`src/rtl/nand2_stim_seq.sv`:
```
// nand2_stim_seq: stimulus sequencer and self-checker for a 2-input NAND.
// It walks {a,b} through 00, 01, 10, 11 and holds each vector for HOLD_CYCLES
// cycles. It then spends one cycle sampling y_in against ~(a&b).
// Mismatches are counted in a saturating counter, and the whole sweep is
// repeated REPEAT times per run. The outcome is reported through done/pass.
module nand2_stim_seq #(
  parameter int HOLD_CYCLES = 2,
  parameter int REPEAT      = 1,
  parameter int ERR_W       = 8
) (
  input  logic             clk,
  input  logic             rst,
  input  logic             start,
  input  logic             y_in,
  output logic             a,
  output logic             b,
  output logic             busy,
  output logic             done,
  output logic             pass,
  output logic [ERR_W-1:0] err_count,
  output logic [1:0]       vec_idx
);

  localparam logic [1:0] IDLE   = 2'd0;
  localparam logic [1:0] DRIVE  = 2'd1;
  localparam logic [1:0] SAMPLE = 2'd2;
  localparam logic [1:0] DONE   = 2'd3;

  // The hold counter counts 0..HOLD_CYCLES-1 and the pass counter counts
  // 0..REPEAT-1, so each is sized for its largest value. Both are at least 1 bit.
  localparam int HOLD_W = (HOLD_CYCLES > 1) ? $clog2(HOLD_CYCLES) : 1;
  localparam int PASS_W = (REPEAT > 1) ? $clog2(REPEAT) : 1;

  localparam logic [HOLD_W-1:0] HOLD_LAST = HOLD_W'(HOLD_CYCLES - 1);
  localparam logic [PASS_W-1:0] PASS_LAST = PASS_W'(REPEAT - 1);
  localparam logic [ERR_W-1:0]  ERR_MAX   = {ERR_W{1'b1}};

  logic [1:0]        state;
  logic [HOLD_W-1:0] hold_cnt;
  logic [PASS_W-1:0] pass_cnt;
  logic              expected_y;
  logic              mismatch;
  logic [ERR_W-1:0]  err_next;

  // In IDLE and DONE, vec_idx is parked at 0. Tying a/b straight to the
  // vec_idx flops therefore keeps them registered and at 0 outside a run.
  assign a = vec_idx[1];
  assign b = vec_idx[0];

  // Reference NAND result for the current vector. The case inequality makes an
  // X/Z on y_in count as a mismatch. The error count saturates at all-ones.
  always_comb begin
    expected_y = ~(vec_idx[1] & vec_idx[0]);
    mismatch   = (y_in !== expected_y);
    err_next   = err_count;
    if (mismatch && (err_count != ERR_MAX)) begin
      err_next = err_count + ERR_W'(1);
    end
  end

  // Sequencer FSM. Reset aborts any run in progress and discards its result.
  always_ff @(posedge clk) begin
    if (rst) begin
      state     <= IDLE;
      hold_cnt  <= '0;
      pass_cnt  <= '0;
      vec_idx   <= 2'd0;
      err_count <= '0;
      busy      <= 1'b0;
      done      <= 1'b0;
      pass      <= 1'b0;
    end else begin
      case (state)
        IDLE, DONE: begin
          if (start) begin
            state     <= DRIVE;
            hold_cnt  <= '0;
            pass_cnt  <= '0;
            vec_idx   <= 2'd0;
            err_count <= '0;
            busy      <= 1'b1;
            done      <= 1'b0;
            pass      <= 1'b0;
          end
        end
        DRIVE: begin
          if (hold_cnt == HOLD_LAST) begin
            hold_cnt <= '0;
            state    <= SAMPLE;
          end else begin
            hold_cnt <= hold_cnt + HOLD_W'(1);
          end
        end
        SAMPLE: begin
          err_count <= err_next;
          if (vec_idx != 2'd3) begin
            vec_idx <= vec_idx + 2'd1;
            state   <= DRIVE;
          end else if (pass_cnt != PASS_LAST) begin
            pass_cnt <= pass_cnt + PASS_W'(1);
            vec_idx  <= 2'd0;
            state    <= DRIVE;
          end else begin
            vec_idx <= 2'd0;
            state   <= DONE;
            busy    <= 1'b0;
            done    <= 1'b1;
            pass    <= (err_next == '0);
          end
        end
        default: begin
          state <= IDLE;
        end
      endcase
    end
  end

endmodule
```
`config.mk`:
```
export PLATFORM = sky130hd
export DESIGN_NAME = nand2_stim_seq
export DESIGN_NICKNAME = d
export VERILOG_FILES = /design/src/rtl/nand2_stim_seq.sv
export SDC_FILE = /design/constraint.sdc
export NUM_CORES = 1
export LEC_CHECK = 0
export CAP_MARGIN = 20
export CORE_AREA = 10 10 62 64
export DETAILED_ROUTE_END_ITERATION = 8
export DIE_AREA = 0 0 72 74
export PLACE_DENSITY_LB_ADDON = 0.25
export SYNTH_ARGS = -nofsm -noshare
export SYNTH_HDL_FRONTEND = slang
export SYNTH_SLANG_ARGS = --single-unit
```
`constraint.sdc`:
```
create_clock -name clk -period 5.7 [get_ports clk]
set_clock_uncertainty 0.15 [all_clocks]
set_input_delay 1.14 -clock clk [delete_from_list [all_inputs] [get_ports clk]]
set_output_delay 1.14 -clock clk [all_outputs]
set_load 0.02 [all_outputs]
```
# ---- After elaboration in Yosys (flattened, before gate mapping)
# Cells that the tools add are included.
dict set report classes {
  add_sub_neg 4
  n_eq_ne 10
  muxes 27
  bitwise 2
  n_reduce_logical 11
}
# cell count
set op_table {}
lappend op_table {{2-to-1 mux 8 bit} 2}
lappend op_table {{case mux 8 bit (2 select lines)} 1}
lappend op_table {{2-to-1 mux 2 bit} 6}
lappend op_table {{2-to-1 mux 1 bit} 11}
lappend op_table {{!= test 2 bit (second input constant)} 5}
lappend op_table {{case mux 1 bit (2 select lines)} 5}
lappend op_table {{adder 8 x 1 -> 8 bit (second input constant)} 1}
lappend op_table {{zero test 8 bit} 1}
lappend op_table {{!= test 8 bit (second input constant)} 1}
lappend op_table {{case mux 2 bit (3 select lines)} 1}
lappend op_table {{AND reduction 2 bit} 3}
lappend op_table {{equality test 2 bit (second input constant)} 2}
lappend op_table {{case mux 2 bit (2 select lines)} 1}
lappend op_table {{AND reduction 4 bit} 1}
lappend op_table {{nonzero test 2 bit} 2}
lappend op_table {{AND reduction 3 bit} 1}
lappend op_table {{adder 1 bit (second input constant)} 2}
lappend op_table {{adder 2 x 1 -> 2 bit (second input constant)} 1}
lappend op_table {{equality test 2 x 1 -> 1 bit (second input constant)} 1}
lappend op_table {{zero test 2 bit} 1}
lappend op_table {{OR reduction 2 bit} 1}
lappend op_table {{AND 1 bit} 1}
lappend op_table {{logical AND 1 bit} 1}
lappend op_table {{!== test 1 bit} 1}
lappend op_table {{inverter 1 bit} 1}
dict set report totals {
  regBits 17
  input_bits 4
  out_inout_bits 15
  elab_cells 62
}

# ---- Logic depth before layout (Yosys ltp)
# Gate-level depths: netlist (run 1).
dict set report depth {
  depth_word 9
  ltp_mapped 8
  depth_no_buf 7
}

# ---- Least setup slack after synthesis (run 1)
# OpenSTA, ideal clock, no wires.
dict set report synth_path {
  path_kind {input port to flip-flop}
  startpoint {input y_in}
  endpoint {register pass}
  setup_ns 0.059
  arrival_ns 2.169
  t_required_ns 5.491
  setup_slack_ns 3.322
  cell_stages 5
  n_path_buf 0
  cell_sequence {xor2_4 -> nor3_2 -> or2_0 -> a2111oi_2 -> a31o_1}
}
dict set report synth_between {
  elab_chain_cells 7
}
# element line_no
set synth_lines {}
lappend synth_lines {{from (decl)} 14} ;# input logic y_in,
lappend synth_lines {{!== test 1 bit} 54} ;# mismatch = (y_in !== expected_y);
lappend synth_lines {{logical AND 1 bit} 56} ;# if (mismatch && (err_count != ERR_MAX)) begin
lappend synth_lines {{2-to-1 mux 8 bit} 56}
lappend synth_lines {{zero test 8 bit} 108} ;# pass <= (err_next == '0);
lappend synth_lines {{2-to-1 mux 1 bit} 99} ;# end else if (pass_cnt != PASS_LAST) begin
lappend synth_lines {{2-to-1 mux 1 bit} 96} ;# if (vec_idx != 2'd3) begin
lappend synth_lines {{case mux 1 bit (2 select lines)} 73} ;# case (state)
lappend synth_lines {{to (signal assigned)} 108}
lappend synth_lines {{to (decl)} 19} ;# output logic pass,
# No other way between the ends. The select of a mux whose other input is x is not followed.
# A chain may end at the register's enable or synchronous reset.

# ---- Final worst setup path (run 1)
# Same ends and word-level chain as after synthesis.

==> reports/results.tsv, run 1 <==
metric	value	unit
Core Box Area	0.00266	mm^2
Tot Pwr	0.238	mW
Pre-antenna DRT Iters	4	
met1 capacity usage during global routing	0.109	
P&R area growth vs syn	20.0	%
final setup vio count	0	
Residual DRC	0	
IO Pins	19	
Fillers	269	
clock sinks	16	
FMAX	0.365	GHz
largest net degree at the start of global routing	18	
Net Sw Frac	0.287	
WP data required	5800	ps
Hold Vio Cnt, Final	0	
Net Sw Power	0.0685	mW
ys flop type	dfxtp_1	
critical path type	input pin to flip-flop	
GRT Total Usage	0.0974	
Pleak	0.418	nW
Synth area leaders	dfxtp_1 (31%), a21oi_1 (7.3%), nor2_1 (6.5%)	
layer with the highest usage	met2	
Resized cells post-CTS	0	
RSZ-0062 raised after global routing	false	
vias in the first global route	934	
Seq pwr share	0.496	
Synth cell types	45	
Worst-path clk slew	100	ps
mapped cell area	0.00103	mm^2
Worst setup EP type	flip-flop	
global-route wire length before repair	4.26	mm
most frequent cells in the layout	nor2_1 (18), clkdlybuf4s50_1 (18), dfxtp_1 (16), a21oi_1 (15), nand2_1 (7)	
global route total overflow	0	
GR Util met2	0.167	
Seq/Total Area, Yosys	0.310	
Worst path slowest cell	clkdlybuf4s50_1	
maxcap violations	0	
met3 global-route usage	0.0253	
Die Area	0.00533	mm^2
initial core utilization	0.388	
crit path DAT	2840	ps
hold endpoint	busy	
Worst R2R Setup Slack	3420	ps
Final ANT Viol Nets	0	
Chip Height	74	um
worst-case clock buffer depth	2	
Root Driver	clkbuf_4	
Pint	0.170	mW
critical path cell sequence	clkdlybuf4s50_1 -> xor2_4 -> nor3_2 -> or2_0 -> a2111oi_2 -> a31o_1	
leading area contributor after synthesis	dfxtp_1	
worst hold slack	388	ps
Slew Viols, Final	0	
Final HPWL DP	1.83	mm
Worst Hold Class	flip-flop to flip-flop	
EDFF count, synth	0	
flops & latches, synth	16	
critical path fanouts, max	7	
final period utilization	0.481	
share of cells above drive strength 1	0.0786	
via count	945	
pre-CTS WS	2650	ps
register area	320	um^2
final net count	150	
CTS tree	done	
input/output buffers	18	
status	finished clean	
R2R cell count	6	
Clock power frac	0.337	
min-delay src	busy	
Tmin final	2740	ps
Critical R2R Capture	pass	
worst r2r src	state[0]	
Net Count, Synth	136	
Ys Warns	0	
Worst setup startpoint	y_in	
Power Density	192	mW/mm^2
initial antenna violation count	0	
cell count after synthesis	127	
total CTS buffers	3	
Logic pwr share	0.167	
Hold-fix buffers, CTS	0	
mean post-synth cell area	8.14	um^2
final wirelength	2.44	mm
Slew HR	0.376	
Setup TNS	0	ps
CP Launch Type	input pin	
Rows	19	
Slew @ Worst Pin	909	ps
area of the multi-input gates	642	um^2
worst stage delay on the critical path	550	ps
DR vias/cell	5.53	
DR iter-0 viols	49	
H-tree depth	1	
diode count	0	
worst skew pair latency	300	ps
die width	72	um
worst setup margin	2960	ps
top cell type's share of synthesized area	0.310	
DR WL/cell	14.3	um
Max rail drop VDD	0.136	mV
FFs w/ async S/R, synth	0	
Final Wtd Congestion	0.790	
Post-CTS Setup Inserts	0	
hold depth	2	
==> logic make-up (layout without fill, tap and decap cells) <==
kind of cell               count (synthesis)  in the layout  synth area share
AOI/OAI and AO/OA                         40             40             0.276
xor gates and xnor gates                   2              2            0.0351
adders and majority gates                  5              5            0.0605
buffers and inverters                     15             28            0.0690
DFF                                       16             16             0.310
muxes                                      1              1           0.00969
and+or+nand+nor                           48             48             0.240
==> routing by layer <==
layer	vias to the layer above	wire length (um)
li1	483	-
met1	444	1080
met2	14	1210
met3	4	108
met4	0	38
met5	-	0
==> worst max-delay path by stage <==
| stage | endpoint | cells past startpoint |
|---|---|---|
| 3_3_place_gp | pass | 6 |
| 3_5_place_dp | pass | 6 |
| 2_1_floorplan | pass | 5 |
| 6_report | pass | 6 |
| 4_1_cts | err_count[3] | 1 |
| 5_1_grt | pass | 6 |
==> power groups by stage <==
stage / combinational, mW / sequential (mW) / clock [mW]
final: 0.0398 / 0.118 / 0.0802
after global routing: 0.0458 / 0.119 / 0.0857
after CTS: 0.0402 / 0.118 / 0.0822
after detailed placement: 0.0399 / 0.121 / 0
after global placement: 0.0388 / 0.121 / 0
after floorplan: 0.0285 / 0.121 / 0
==> registers in the layout, summed over array words and instances, names as in the netlist <==
register   count
busy           1
done           1
err_count      8
hold_cnt       1
pass           1
state          2
vec_idx        2
==> synth_stat cells (all sizes together) (2+ instances only) <==
cell type	n
a211oi	5
a21o	2
a21oi	15
a22oi	4
and2	2
buf	5
clkbuf	4
dfxtp	16
ha	5
inv	6
nand2	7
nand2b	2
nand3	2
nand4b	2
nor2	18
nor2b	2
nor3	5
o21ai	3
==> per-stage QoR <==
stage	instances	area, um^2	utilization
global route	171	1240	0.466
floorplan	127	1030	-
CTS	171	1240	0.466
finish	171	1240	0.466
detailed placement	167	1200	0.452
global placement	167	1200	0.452
==> cell type report <==
class / instances / share of cell area
Sequential cell: 16 / 0.258
Inverter: 6 / 0.0182
Timing Repair Buffer: 18 / 0.145
Tap cell: 31 / 0.0313
Clock buffer: 4 / 0.0293
Multi-Input combinational cell: 96 / 0.518
==> worst max-delay path: cells and delay by family <==
kind,cells,cell delay (ps)
buffers and inverters,1,550
AOI/OAI and AO/OA,2,540
and+or+nand+nor,2,330
xor gates and xnor gates,1,280
(Power assumes the default switching activity.)
==> run 2: changes to the inputs <==
==> constraint.sdc (replaced) <==
create_clock -name clk -period 2.9 [get_ports clk]
set_clock_uncertainty 0.15 [all_clocks]
set_input_delay 0.58 -clock clk [delete_from_list [all_inputs] [get_ports clk]]
set_output_delay 0.58 -clock clk [all_outputs]
set_load 0.02 [all_outputs]
==> run 2 against run 1 <==
Effect of this change: first-iteration DRC count grew 55%; register-to-register slack lost 2700 ps; clock power grew 50%; cell area grew 0.10%; critical path depth is the same; count of clock-buffer cells in the layout shrank 1; sequential power grew 97%; critical endpoint unchanged.
==> reports/results.tsv, run 2 (synthesis gave the netlist of run 1 again) <==
metric	value	unit
Rows	19	
largest net degree at the start of global routing	17	
CP Launch Type	flip-flop	
critical path type	flip-flop to flip-flop	
Tot Pwr	0.433	mW
most frequent cells in the layout	nor2_1 (18), clkdlybuf4s50_1 (18), dfxtp_1 (16), a21oi_1 (15), nand2_1 (7)	
Pint	0.308	mW
Max rail drop VDD	0.244	mV
FMAX	0.454	GHz
Worst Hold Class	flip-flop to flip-flop	
Slew HR	0.726	
worst skew pair latency	290	ps
worst-case clock buffer depth	2	
Worst path slowest cell	ha_1	
clock sinks	16	
via count	950	
Final HPWL DP	1.77	mm
DR iter-0 viols	76	
Chip Height	74	um
final setup vio count	0	
Slew Viols, Final	0	
global route total overflow	0	
max reg flops	8	
Clock power frac	0.277	
WP data required	2980	ps
worst stage delay on the critical path	440	ps
Crit path max-delay family	compound AO/OA/AOI/OAI gates	
GRT Total Usage	0.0955	
Post-CTS Setup Inserts	0	
die width	72	um
Hold Vio Cnt, Final	0	
worst hold slack	384	ps
critical path cell sequence	ha_1 -> xor2_4 -> nor3_2 -> or2_0 -> a2111oi_2 -> a31o_1	
Hold-fix buffers, CTS	0	
CTS tree	done	
Final Wtd Congestion	0.832	
Most flops, register	err_count	
total CTS buffers	3	
Power Density	349	mW/mm^2
initial antenna violation count	0	
DR vias/cell	5.52	
Fillers	276	
Logic pwr share	0.187	
Slew @ Worst Pin	400	ps
Worst-path clk slew	100	ps
RSZ-0062 raised after global routing	false	
final wirelength	2.38	mm
Pre-antenna DRT Iters	4	
Residual DRC	0	
Final ANT Viol Nets	0	
pre-CTS WS	422	ps
final net count	152	
input/output buffers	18	
DR WL/cell	13.8	um
Tmin final	2200	ps
Die Area	0.00533	mm^2
Seq pwr share	0.536	
largest registers	err_count (8), state (2), vec_idx (2)	
IO Pins	19	
worst setup margin	696	ps
crit path DAT	2290	ps
status	finished clean	
critical path fanouts, max	7	
Core Box Area	0.00266	mm^2
Root Driver	clkbuf_4	
H-tree depth	1	
P&R area growth vs syn	20.1	%
Crit path buffers/inverters	0	
Net Sw Frac	0.288	
share of cells above drive strength 1	0.0851	
Resized cells post-CTS	0	
Pleak	0.420	nW
Net Sw Power	0.125	mW
diode count	0	
Worst setup EP type	flip-flop	
Util after Layout	0.466	
global-route wire length before repair	4.28	mm
final period utilization	0.760	
Setup TNS	0	ps
vias in the first global route	945	
maxcap violations	0	
initial core utilization	0.388	
[run 2: final timing paths]
| kind | from | endpoint | slack, ps | cells past startpoint |
|---|---|---|---|---|
| setup / recovery | vec_idx[0] | pass | 700 | 6 |
| hold / removal | busy | busy | 380 | 2 |
| setup reg to reg | vec_idx[0] | pass | 700 | 6 |
| hold reg to reg | busy | busy | 380 | 2 |
[run 2: final cells by class]
type	instances	area (um^2)	share of cell area
clock buffers	3	22.5	0.0181
inverters	6	22.5	0.0181
repair buffers	20	195	0.157
flip-flops and latches	16	320	0.258
multi-input cells	96	642	0.517
well taps	31	38.8	0.0313
[run 2: power groups by stage]
stage	registers [mW]	clock network [mW]	logic, mW
after global placement	0.237	0	0.0801
after detailed placement	0.238	0	0.0814
after global routing	0.234	0.136	0.0932
after floorplan	0.239	0	0.0561
after CTS	0.233	0.130	0.0818
final	0.232	0.120	0.0808
[run 2: stage by stage]
stage               instance area, um^2  cells
floorplan                          1030    127
global placement                   1220    169
detailed placement                 1220    169
CTS                                1240    172
global route                       1240    172
finish                             1240    172
[run 2: per-layer routing]
layer  up-vias  routed length, um  GRT usage
met5         -                  0          0
met4         0                 14     0.0387
met3         2                122     0.0253
met2        16               1230      0.169
met1       444               1010      0.107
li1        488                  -          -
[run 2: tightest hold or removal path, stage by stage (launching register included)]
cell     delay, ps
dfxtp_1        370
a21oi_1         70
nor2_1          70
==> run 3: changes to the inputs <==
==> constraint.sdc (replaced) <==
create_clock -name clk -period 2.19 [get_ports clk]
set_clock_uncertainty 0.15 [all_clocks]
set_input_delay 0.438 -clock clk [delete_from_list [all_inputs] [get_ports clk]]
set_output_delay 0.438 -clock clk [all_outputs]
set_load 0.02 [all_outputs]
==> run 3 against run 2 <==
Effect of this change: cell area grew 7.9%; sequential share of layout area shrank 1.9 points; flip-flop and latch count is the same; critical path type is now flip-flop to output pin; critical endpoint is now err_count[3]; largest power group unchanged; highest routed layer unchanged.
==> reports/results.tsv, run 3 (synthesis gave the netlist of run 1 again) <==
metric	value	unit
Root Driver	clkbuf_4	
worst stage delay on the critical path	660	ps
Crit path max-delay family	buffers and inverters	
crit path DAT	1460	ps
Pleak	0.464	nW
largest net degree at the start of global routing	17	
IO Pins	19	
status	finished clean	
final period utilization	0.935	
total CTS buffers	3	
input/output buffers	18	
GRT Total Usage	0.0996	
P&R area growth vs syn	29.5	%
Worst path slowest cell	clkdlybuf4s50_1	
Core Box Area	0.00266	mm^2
worst-case clock buffer depth	2	
CTS tree	done	
Final ANT Viol Nets	0	
Rows	19	
Chip Height	74	um
critical path fanouts, max	9	
share of cells above drive strength 1	0.154	
Setup TNS	0	ps
Worst setup EP type	output pin	
max reg flops	8	
Crit path buffers/inverters	1	
Final Wtd Congestion	0.818	
Slew @ Worst Pin	329	ps
initial core utilization	0.388	
Pre-antenna DRT Iters	4	
Tot Pwr	0.635	mW
WP data required	1600	ps
Worst Hold Class	flip-flop to flip-flop	
vias in the first global route	960	
Max rail drop VDD	0.358	mV
Die Area	0.00533	mm^2
worst skew pair latency	300	ps
via count	985	
Slew Viols, Final	0	
worst hold slack	390	ps
final net count	159	
Residual DRC	0	
Fillers	276	
FMAX	0.488	GHz
largest registers	err_count (8), state (2), vec_idx (2)	
initial antenna violation count	0	
Slew HR	0.781	
die width	72	um
Worst-path clk slew	110	ps
DR vias/cell	5.47	
final wirelength	2.62	mm
H-tree depth	1	
DR WL/cell	14.5	um
diode count	0	
Final HPWL DP	1.98	mm
RSZ-0062 raised after global routing	false	
CP Launch Type	flip-flop	
critical path cell sequence	clkdlybuf4s50_1	
clock sinks	16	
maxcap violations	0	
Power Density	474	mW/mm^2
global-route wire length before repair	4.37	mm
Tmin final	2050	ps
critical path type	flip-flop to output pin	
Most flops, register	err_count	
global route total overflow	0	
final setup vio count	0	
DR iter-0 viols	63	
most frequent cells in the layout	nor2_1 (18), clkdlybuf4s50_1 (18), dfxtp_1 (16), a21oi_1 (15), buf_4 (8)	
Hold Vio Cnt, Final	0	
==> run 3: changes by cell type in the layout (fill, tap and decap cells not counted), sizes merged <==
cell    change
buf         +7
clkbuf      +1
==> run 3: area by class of cell <==
class	count	area [um^2]	area share
Clock buffer	4	36.3	0.0271
Inverter	6	22.5	0.0168
Multi-Input combinational cell	96	661	0.493
Sequential cell	16	320	0.239
Tap cell	31	38.8	0.0290
Timing Repair Buffer	27	260	0.194
==> run 3: path summary, 6_finish.rpt <==
path                                   start      endpoint  slack [ps]  cells past startpoint
worst min register to register          busy          busy         390                      2
worst max-delay path            err_count[3]  err_count[3]         140                      1
worst min-delay path                    busy          busy         390                      2
worst max register to register  err_count[1]          pass         210                      6
==> run 3: repair_timing <==
item / in CTS / in global routing
buffers inserted: 0 / 0
hold buffers: 0 / 0
setup endpoints to repair: 0 / 1
resized for setup: 0 / 4
endpoints found under the hold margin: 0 / 0
==> run 3: power breakdown <==
| group | switching [mW] | internal, mW | total (mW) |
|---|---|---|---|
| logic | 0.0653 | 0.0528 | 0.118 |
| registers | 0.00809 | 0.300 | 0.308 |
| clock network | 0.107 | 0.101 | 0.208 |
==> run 3: metrics by stage <==
step                instance area (um^2)  setup WS [ps]   util  cells
global route                        1340           23.2  0.503    180
global placement                    1280          -73.6  0.482    176
detailed placement                  1280          -97.5  0.482    176
finish                              1340            143  0.503    180
floorplan                           1030            125      -    127
CTS                                 1320            121  0.496    180
==> run 3: layer usage <==
layer / routed length (um) / global-route usage / up-vias
met1: 1090 / 0.111 / 467
met3: 113 / 0.0253 / 4
met5: 0 / 0 / -
li1: - / - / 502
met2: 1390 / 0.178 / 12
met4: 26 / 0.0387 / 0
